<file path="src/rtl/dma_xfer_engine.sv">
// DMA transfer engine: copies LEN_REG words from SRC_REG to DST_REG over one ICB master port.
// Optional build macro DMA_IRQ_EN enables the registered dma_irq output (tied 0 otherwise).
module dma_xfer_engine #(
    parameter int RSP_TIMEOUT = 256,
    parameter int CNT_W       = 32
) (
    input  logic        clk,
    input  logic        rst_n,
    input  logic [31:0] CTR,
    input  logic [31:0] CR,
    input  logic [31:0] SRC_REG,
    input  logic [31:0] DST_REG,
    input  logic [31:0] LEN_REG,
    output logic [31:0] SR,
    output logic        dma_irq,
    output logic        m_icb_cmd_valid,
    input  logic        m_icb_cmd_ready,
    output logic        m_icb_cmd_read,
    output logic [31:0] m_icb_cmd_addr,
    output logic [31:0] m_icb_cmd_wdata,
    output logic [3:0]  m_icb_cmd_wmask,
    input  logic        m_icb_rsp_valid,
    output logic        m_icb_rsp_ready,
    input  logic [31:0] m_icb_rsp_rdata,
    input  logic        m_icb_rsp_err
);

    localparam int TO_W = (RSP_TIMEOUT > 2) ? $clog2(RSP_TIMEOUT) : 1;

    typedef enum logic [2:0] {
        S_IDLE,
        S_RD_CMD,
        S_RD_RSP,
        S_WR_CMD,
        S_WR_RSP
    } state_t;

    state_t           r_state;
    state_t           w_state_nxt;

    logic [31:0]      r_src;
    logic [31:0]      r_dst;
    logic [31:0]      r_data;
    logic [CNT_W-1:0] r_remain;
    logic [TO_W-1:0]  r_to_cnt;

    logic             r_done;
    logic             r_err;
    logic             r_busy;
    logic             r_tmo;
    logic             r_abort;

    logic             w_len_zero;
    logic [CNT_W-1:0] w_remain_dec;
    logic             w_to_hit;
    logic             w_accept;
    logic             w_rsp_enter;
    logic             w_rd_take;
    logic             w_wr_ok;
    logic             w_exit_done;
    logic             w_exit_err;
    logic             w_exit_tmo;
    logic             w_exit_abort;
    logic             w_unused;

    assign w_len_zero   = (LEN_REG[CNT_W-1:0] == '0);
    assign w_remain_dec = r_remain - CNT_W'(1);
    assign w_to_hit     = (r_to_cnt == TO_W'(RSP_TIMEOUT - 1));

    // Responses are always accepted so stray late responses drain harmlessly in IDLE.
    assign m_icb_rsp_ready = 1'b1;

    assign SR = {27'b0, r_abort, r_tmo, r_busy, r_err, r_done};

    // Control bits outside [0]/[1]/[7] and the low address bits are intentionally ignored.
    assign w_unused = ^{CTR, CR, SRC_REG[1:0], DST_REG[1:0], LEN_REG};

    // NOTE: sequential state uses non-blocking assignments so every register samples pre-edge values.
    always_ff @(posedge clk or negedge rst_n) begin
        if (!rst_n) begin
            r_state <= S_IDLE;
        end else begin
            r_state <= w_state_nxt;
        end
    end

    // NOTE: every output of this block gets a default first, so no path can infer a latch.
    always_comb begin
        w_state_nxt     = r_state;
        w_accept        = 1'b0;
        w_rsp_enter     = 1'b0;
        w_rd_take       = 1'b0;
        w_wr_ok         = 1'b0;
        w_exit_done     = 1'b0;
        w_exit_err      = 1'b0;
        w_exit_tmo      = 1'b0;
        w_exit_abort    = 1'b0;
        m_icb_cmd_valid = 1'b0;
        m_icb_cmd_read  = 1'b0;
        m_icb_cmd_addr  = 32'h0;
        m_icb_cmd_wdata = 32'h0;
        m_icb_cmd_wmask = 4'h0;

        case (r_state)
            S_IDLE: begin
                if (CR[7] && CTR[0]) begin
                    w_accept = 1'b1;
                    if (w_len_zero) begin
                        w_exit_done = 1'b1;
                    end else begin
                        w_state_nxt = S_RD_CMD;
                    end
                end
            end

            S_RD_CMD: begin
                m_icb_cmd_valid = 1'b1;
                m_icb_cmd_read  = 1'b1;
                m_icb_cmd_addr  = r_src;
                if (m_icb_cmd_ready) begin
                    w_rsp_enter = 1'b1;
                    w_state_nxt = S_RD_RSP;
                end
            end

            S_RD_RSP: begin
                if (m_icb_rsp_valid) begin
                    if (m_icb_rsp_err) begin
                        w_exit_err  = 1'b1;
                        w_state_nxt = S_IDLE;
                    end else begin
                        w_rd_take   = 1'b1;
                        w_state_nxt = S_WR_CMD;
                    end
                end else if (w_to_hit) begin
                    w_exit_tmo  = 1'b1;
                    w_state_nxt = S_IDLE;
                end
            end

            S_WR_CMD: begin
                m_icb_cmd_valid = 1'b1;
                m_icb_cmd_addr  = r_dst;
                m_icb_cmd_wdata = r_data;
                m_icb_cmd_wmask = 4'hF;
                if (m_icb_cmd_ready) begin
                    w_rsp_enter = 1'b1;
                    w_state_nxt = S_WR_RSP;
                end
            end

            S_WR_RSP: begin
                if (m_icb_rsp_valid) begin
                    if (m_icb_rsp_err) begin
                        w_exit_err  = 1'b1;
                        w_state_nxt = S_IDLE;
                    end else begin
                        w_wr_ok = 1'b1;
                        // Abort is only honoured here, once the current word is fully written.
                        if (w_remain_dec == '0) begin
                            w_exit_done = 1'b1;
                            w_state_nxt = S_IDLE;
                        end else if (!CTR[0]) begin
                            w_exit_abort = 1'b1;
                            w_state_nxt  = S_IDLE;
                        end else begin
                            w_state_nxt = S_RD_CMD;
                        end
                    end
                end else if (w_to_hit) begin
                    w_exit_tmo  = 1'b1;
                    w_state_nxt = S_IDLE;
                end
            end

            default: begin
                w_state_nxt = S_IDLE;
            end
        endcase
    end

    // Transfer datapath: addresses, remaining count, data holding register, response timer.
    always_ff @(posedge clk or negedge rst_n) begin
        if (!rst_n) begin
            r_src    <= 32'h0;
            r_dst    <= 32'h0;
            r_data   <= 32'h0;
            r_remain <= '0;
            r_to_cnt <= '0;
        end else begin
            if (w_accept) begin
                r_src    <= {SRC_REG[31:2], 2'b00};
                r_dst    <= {DST_REG[31:2], 2'b00};
                r_remain <= LEN_REG[CNT_W-1:0];
            end
            if (w_rd_take) begin
                r_data <= m_icb_rsp_rdata;
            end
            if (w_wr_ok) begin
                r_src    <= r_src + 32'd4;
                r_dst    <= r_dst + 32'd4;
                r_remain <= w_remain_dec;
            end
            if (w_rsp_enter) begin
                r_to_cnt <= '0;
            end else if (r_state == S_RD_RSP || r_state == S_WR_RSP) begin
                r_to_cnt <= r_to_cnt + TO_W'(1);
            end
        end
    end

    // Status bits are sticky until the next accepted start.
    always_ff @(posedge clk or negedge rst_n) begin
        if (!rst_n) begin
            r_done  <= 1'b0;
            r_err   <= 1'b0;
            r_busy  <= 1'b0;
            r_tmo   <= 1'b0;
            r_abort <= 1'b0;
        end else begin
            if (w_accept) begin
                r_done  <= w_len_zero;
                r_err   <= 1'b0;
                r_busy  <= !w_len_zero;
                r_tmo   <= 1'b0;
                r_abort <= 1'b0;
            end else if (w_exit_done) begin
                r_done <= 1'b1;
                r_busy <= 1'b0;
            end else if (w_exit_err) begin
                r_err  <= 1'b1;
                r_busy <= 1'b0;
            end else if (w_exit_tmo) begin
                r_err  <= 1'b1;
                r_tmo  <= 1'b1;
                r_busy <= 1'b0;
            end else if (w_exit_abort) begin
                r_abort <= 1'b1;
                r_busy  <= 1'b0;
            end
        end
    end

`ifdef DMA_IRQ_EN
    logic r_irq;

    always_ff @(posedge clk or negedge rst_n) begin
        if (!rst_n) begin
            r_irq <= 1'b0;
        end else begin
            r_irq <= CTR[1] & (r_done | r_err);
        end
    end

    assign dma_irq = r_irq;
`else
    assign dma_irq = 1'b0;
`endif

endmodule

</file>
<file path="config.mk">
export PLATFORM = sky130hd
export DESIGN_NAME = dma_xfer_engine
export DESIGN_NICKNAME = d
export VERILOG_FILES = /design/src/rtl/dma_xfer_engine.sv
export SDC_FILE = /design/constraint.sdc
export NUM_CORES = 1
export LEC_CHECK = 0
export BUFFER_PORTS_ARGS = -buffer_cell sky130_fd_sc_hd__buf_2
export CAP_MARGIN = 5
export CORE_UTILIZATION = 50
export DETAILED_ROUTE_END_ITERATION = 12
export HOLD_SLACK_MARGIN = 0.08
export PLACE_DENSITY = 0.91
export SYNTH_ARGS = -nofsm -noshare
export SYNTH_HDL_FRONTEND = slang
export SYNTH_SLANG_ARGS = --single-unit
export TNS_END_PERCENT = 30
</file>
<file path="constraint.sdc">
create_clock -name clk -period 5.6 [get_ports clk]
set_input_delay 0.56 -clock clk [delete_from_list [all_inputs] [get_ports clk]]
set_output_delay 0.56 -clock clk [all_outputs]
set_load 0.02 [all_outputs]
</file>
==> out/metrics.cfg, run 1 <==
[synth]
yosys_warnings = 0
syn_inst = 959
synth_mux_area_share_pct = 8.27
synth-edff-count = 0
ys_types = 62
synth-xor-area-share_pct = 1.95
yosysTopAreaCell = dfrtp_1
yosys-top-cells-area = dfrtp_1, nor2_1, mux2_2
async_flop_share_pct = 100
ys_ff_latch = 140
yosysMostFrequentCell = dfrtp_1
ys.flop_type = dfrtp_1
synth_fa_ha_area_share_pct = 0.738
synth_compound_gate_area_share_pct = 16.2
avgSynthCellArea_um2 = 8.84
ys_top_cells_by_count = dfrtp_1, nor2_1, nand2_1, clkbuf_1, o21ai_0
synth_top_family_by_area = simple AND/OR/NAND/NOR gates
yosysTopAreaCellShare_pct = 41.3
syn_area_mm2 = 0.00848
synthSimpleGateAreaFrac_pct = 24.4
synth-seq-area-share_pct = 41.3

[worst_setup_path]
cp_slowest_stage_delay_ns = 0.63
crit_chain = nor4_2 > nand2_1 > nor3_1 > xor2_1 > nor4_1 > nand4_1 > a32o_2
end_kind = flop
ff2ff_path_depth = 7
critPathArrivalTime_ns = 3.45
setup.worst_path.class = flop to flop
cp_max_fo = 6
r2r-end = r_abort
cp_data_required_time_ns = 5.91
worstReg2RegStart = r_remain[11]
startpoint_type = flop
r2r_slack_ns = 2.47
cp_slowest_cell = nor4_2

[flow_run]
drv_cap = 0

[global_route]
grt_usage_pct = 28.6
grt_pass1_wl_um = 39600
grt_start_max_net_pins = 91
grt-ovfl-total = 0
grt_pass1_vias = 7809
antenna_found_initial = 2

[timing]
whs_ns = 0.209
setup_viol = 0
skew_ns = 0.00802
min_period_ns = 3.13
tightest_slew_ns = 0.931
slew_headroom_pct = 37.8
slew_viol_final = 0
hold_viol_final = 0
rsz0062_at_grt = no
period_share_pct = 55.9
fin_setup_tns_ns = 0
fmax_mhz = 319

[route]
drt_iter0_drc = 819
avgViaCountPerCell = 6.16
wl_per_cell_um = 18.3
dr.pass1.iters = 6
ant_nets = 0
num_vias = 8352
drcViolationCount = 0
routed_wl_um = 24900

[clocking]
clkTransAtPathRegs_ns = 0.06
cts_tree = done
numCtsBuffers = 17
hold_buffers = 0
postCtsSetupBuffers = 0
ctsResizeCount = 0
clockBufferDepth = 2
h-tree-depth = 4
root_buffer = clkbuf_16
clock_sinks = 140
worstSkewPairLatency_ns = 0.42

[floorplanning]
die_y_um = 132
die_area_mm2 = 0.0175
start_util_pct = 51.1
die_w_um = 132
rows = 47
core_mm2 = 0.0166
ioPinCount = 301

[power]
power_mw = 5.23
power_density_mw_per_mm2 = 519
leakagePower_nw = 4.60
vdd_ir_drop_max_uv = 349

[placement]
gp_congestion = 0.922
dp_hpwl_um = 17300
io_buffers = 203
dp_cells = 1322

[finish]
area_delta_synth_final_pct = 18.9
layout.nets = 1323
instances_no_fill = 1356
drive_gt1_share_pct = 26.2

[min_path]
hold_path.class = primary input to asynchronous set/reset pin

[outcome]
status = finished clean

[placed cells by master (no fill, tap or decap), types with 12 or more instances in the layout]
cell and count:
a211oi_1 15, a21oi_1 36, a221o_1 22, a311oi_1 12, and3_1 45, buf_2 202
clkbuf_16 17, conb_1 31, dfrtp_1 139, inv_1 16, mux2_2 32, mux2i_1 34
nand2_1 87, nand3_1 31, nand4_1 21, nor2_1 118, nor3_1 29, nor4_1 21
o21ai_0 51, o311ai_0 14, or3_1 14
[routing by layer]
layer  wire (µm)  global-route usage, %  share of wire (%)  up-vias
met5           0                      0                  0        -
met4         497                   11.4                2.0        0
met3        1970                   4.73                7.9       45
met2       11900                   47.1                 48      454
met1       10500                   37.8                 42     4040
li1            -                      -                  -     3813
[state kept, by name, summed over array words and instances (netlist names)]
signal    cells
r_abort       1
r_busy        1
r_src        30
r_remain     32
r_state       3
r_dst        30
r_to_cnt      8
r_err         1
r_done        1
r_data       32
r_tmo         1
[power breakdown]
group / leakage, nW / internal, mW / switching (mW)
clock: 0.297 / 0.723 / 0.475
combinational: 2.61 / 0.828 / 1.19
sequential: 1.70 / 1.47 / 0.547
[logic make-up (layout without fill, tap and decap cells)]
| group | count (synthesis) | count (layout) |
|---|---|---|
| AO/OA/AOI/OAI | 201 | 201 |
| XOR/XNOR | 18 | 18 |
| adder cells (fa/ha/maj) | 5 | 5 |
| buffers and inverters | 115 | 261 |
| flip-flops | 140 | 140 |
| multiplexers | 66 | 66 |
| other | 2 | 33 |
| AND/OR/NAND/NOR | 412 | 412 |
[final cells by class]
cell class / count / area, µm²
multi-input cells: 733 / 4510
clock inverters: 14 / 188
well taps: 220 / 275
diodes: 2 / 5.00
fillers: 1409 / 6510
flip-flops and latches: 140 / 3500
repair buffers: 213 / 1100
inverters: 16 / 60.1
clock buffers: 18 / 439
[through the flow]
| step | utilization [%] | cell area [µm²] | setup slack (ns) |
|---|---|---|---|
| finish | 60.8 | 10100 | 2.47 |
| global route | 60.7 | 10100 | 2.33 |
| CTS | 60.7 | 10100 | 2.53 |
| detailed placement | 56.9 | 9440 | 2.42 |
| global placement | 56.9 | 9440 | 2.48 |
| floorplan | - | 8580 | 2.92 |
[worst max-delay path, delay by kind of cell, from the launching register on]
kind / cells / cell delay (ns)
xor gates and xnor gates: 1 / 0.15
and+or+nand+nor: 5 / 2.08
DFF: 1 / 0.45
AOI/OAI and AO/OA: 1 / 0.34
[worst max-delay path by stage]
stage                   from            to  slack [ns]  depth (start not counted)
3_3_place_gp   m_icb_rsp_err  r_remain[10]        2.48                          7
4_1_cts          r_remain[2]       r_abort        2.53                          7
3_5_place_dp   m_icb_rsp_err  r_remain[10]        2.42                          7
6_report        r_remain[11]       r_abort        2.47                          7
5_1_grt          r_remain[2]       r_abort        2.33                          7
2_1_floorplan    r_remain[0]       r_abort        2.92                         10
No activity file was read; power rests on OpenSTA's default activity.
==> run 2, diff against run 1 <==
clock period = 3 ns   (was 5.6 ns; I/O delays follow)
==> run 2 against run 1 <==
Net effect: sequential power is 86% higher; clock skew grew 0.0028 ns; highest routed layer unchanged; maximum frequency grew 9.0%; via count decreased by 0.29%; sequential cell count is the same; largest cell class unchanged; critical path depth is 2 higher; utilization is 0.60 points higher; sequential share of layout area shrank 0.34 points.
==> out/metrics.cfg, run 2 (synthesis results as in run 1) <==
[timing]
rsz0062_at_grt = no  ; unchanged
slew_headroom_pct = 28.0  ; was 37.8%
setup_viol = 0  ; unchanged
period_share_pct = 95.8  ; was 55.9%
min_period_ns = 2.87  ; was 3.13 ns
skew_ns = 0.0109  ; was 0.00802 ns
tightest_slew_ns = 1.08  ; was 0.931 ns
fmax_mhz = 348  ; was 319 MHz
hold_viol_final = 0  ; unchanged
slew_viol_final = 0  ; unchanged
fin_setup_tns_ns = 0  ; unchanged
setup_slack_ns = 0.127  ; was 2.47 ns

[floorplanning]
ioPinCount = 301  ; unchanged
die_y_um = 132  ; unchanged
rows = 47  ; unchanged
die_w_um = 132  ; unchanged
die_area_mm2 = 0.0175  ; unchanged
core_mm2 = 0.0166  ; unchanged
start_util_pct = 51.1  ; unchanged

[global_route]
grt_pass1_wl_um = 40000  ; was 39,600 µm
grt_usage_pct = 28.8  ; was 28.6%
grt_pass1_vias = 7878  ; was 7,809
grt-ovfl-total = 0  ; unchanged
antenna_found_initial = 0  ; was 2
grt_start_max_net_pins = 85  ; was 91

[finish]
instances_no_fill = 1369  ; was 1,356
fin_util_pct = 61.4  ; was 60.8%
drive_gt1_share_pct = 27.1  ; was 26.2%
most-common-layout-cells = buf_2, dfrtp_1, nor2_1  ; unchanged
area_delta_synth_final_pct = 20.0  ; was 18.9%
final_common_cell = buf_2  ; unchanged
layout.nets = 1337  ; was 1,323
reg_top3 = r_data x32, r_remain x32  ; unchanged

[min_path]
holdPathStages = 3
hold_path.class = primary input to flop  ; was primary input to asynchronous set/reset pin

[placement]
gp_congestion = 0.925  ; was 0.922
io_buffers = 203  ; unchanged
dp_cells = 1334  ; was 1,322
place_ws_ns = 0.122  ; was 2.42 ns
dp_hpwl_um = 17500  ; was 17,300 µm

[clocking]
worstSkewPairLatency_ns = 0.43  ; was 0.42 ns
clockBufferDepth = 2  ; unchanged
cts_tree = done  ; unchanged
clock_sinks = 140  ; unchanged
root_buffer = clkbuf_16  ; unchanged
h-tree-depth = 4  ; unchanged
numCtsBuffers = 17  ; unchanged
clkTransAtPathRegs_ns = 0.07  ; was 0.06 ns

[worst_setup_path]
ff2ff_path_depth = 9  ; was 7
r2r_slack_ns = 0.13  ; was 2.47 ns
startpoint_type = flop  ; unchanged
cp_data_required_time_ns = 3.32  ; was 5.91 ns
cp_slowest_stage_delay_ns = 0.53  ; was 0.63 ns
critPathArrivalTime_ns = 3.19  ; was 3.45 ns
cp_slowest_cell = or4b_4  ; was nor4_2
end_kind = flop  ; unchanged
crit_chain = inv_1 > ha_2 > or4b_4 > nand4b_4 > or3_1 > xnor2_1 > a21oi_1 > nand4_1 > a32o_2  ; was nor4_2 > nand2_1 > nor3_1 > xor2_1 > nor4_1 > nand4_1 > a32o_2
cp_max_fo = 6  ; unchanged
setup.worst_path.class = flop to flop  ; unchanged

[power]
vdd_ir_drop_max_uv = 557  ; was 349 µV
leakagePower_nw = 4.66  ; was 4.60 nW
power_density_mw_per_mm2 = 948  ; was 519 mW/mm²

[route]
num_vias = 8328  ; was 8,352
wl_per_cell_um = 18.3  ; about the same
ant_nets = 0  ; unchanged
drt_iter0_drc = 933  ; was 819
drcViolationCount = 0  ; unchanged
routed_wl_um = 25000  ; was 24,900 µm
avgViaCountPerCell = 6.08  ; was 6.16
dr.pass1.iters = 5  ; was 6

[flow_run]
drv_cap = 0  ; unchanged

[outcome]
status = finished clean  ; unchanged

-- run 2: report_power, final --
group / internal [mW] / switching, mW / total [mW]
Clock: 1.16 / 0.881 / 2.04
Combinational: 1.61 / 2.24 / 3.85
Sequential: 2.75 / 1.01 / 3.76
Total: 5.51 / 4.13 / 9.64
-- run 2: path summary, 6_finish.rpt --
path                                   from    endpoint
max in group asynchronous             rst_n  r_data[25]
min in group asynchronous             rst_n   r_dst[31]
worst min-delay path            DST_REG[25]   r_dst[25]
worst max-delay path            r_remain[0]     r_abort
worst min register to register    r_data[2]   r_data[2]
worst max register to register  r_remain[0]     r_abort
-- run 2: worst max-delay path: cells and delay by family (launching register included) --
kind | cells | cell delay [ns]
buffers and inverters | 1 | 0.11
AOI/OAI and AO/OA | 2 | 0.45
DFF | 1 | 0.40
and+or+nand+nor | 4 | 1.42
adders and majority gates | 1 | 0.24
xor gates and xnor gates | 1 | 0.14
-- run 2: through the flow --
stage                     power [mW]  cell area [µm²]  hold WS [ns]
after floorplan                 6.32             8580       0.00441
after global placement          7.35             9570         0.319
after detailed placement        7.55             9570         0.323
after CTS                       9.61            10200        0.0817
after global routing            10.2            10200        0.0977
final                           9.64            10200        0.0962
-- run 2: layout make-up --
| type | count | area, µm² |
|---|---|---|
| repair buffers | 227 | 1240 |
| inverters | 16 | 60.1 |
| clock buffers | 18 | 429 |
| well taps | 220 | 275 |
| diodes | 1 | 2.50 |
| clock inverters | 14 | 136 |
| flip-flops and latches | 140 | 3500 |
| fillers | 1409 | 6410 |
| multi-input cells | 733 | 4520 |
-- run 2: layer usage --
| layer | vias up | global-route usage (%) | routed length (µm) |
|---|---|---|---|
| met5 | - | 0 | 0 |
| met4 | 0 | 12.9 | 681 |
| met3 | 54 | 4.61 | 1970 |
| li1 | 3829 | - | - |
| met2 | 469 | 47.4 | 11900 |
| met1 | 3976 | 37.5 | 10500 |
-- run 2: repair_timing --
action | in CTS | in global routing
hold endpoints to repair | 60 | 0
hold buffers | 2 | 0
endpoints found under the setup margin | 0 | 4
resized for setup | 0 | 3
buffers inserted | 0 | 0
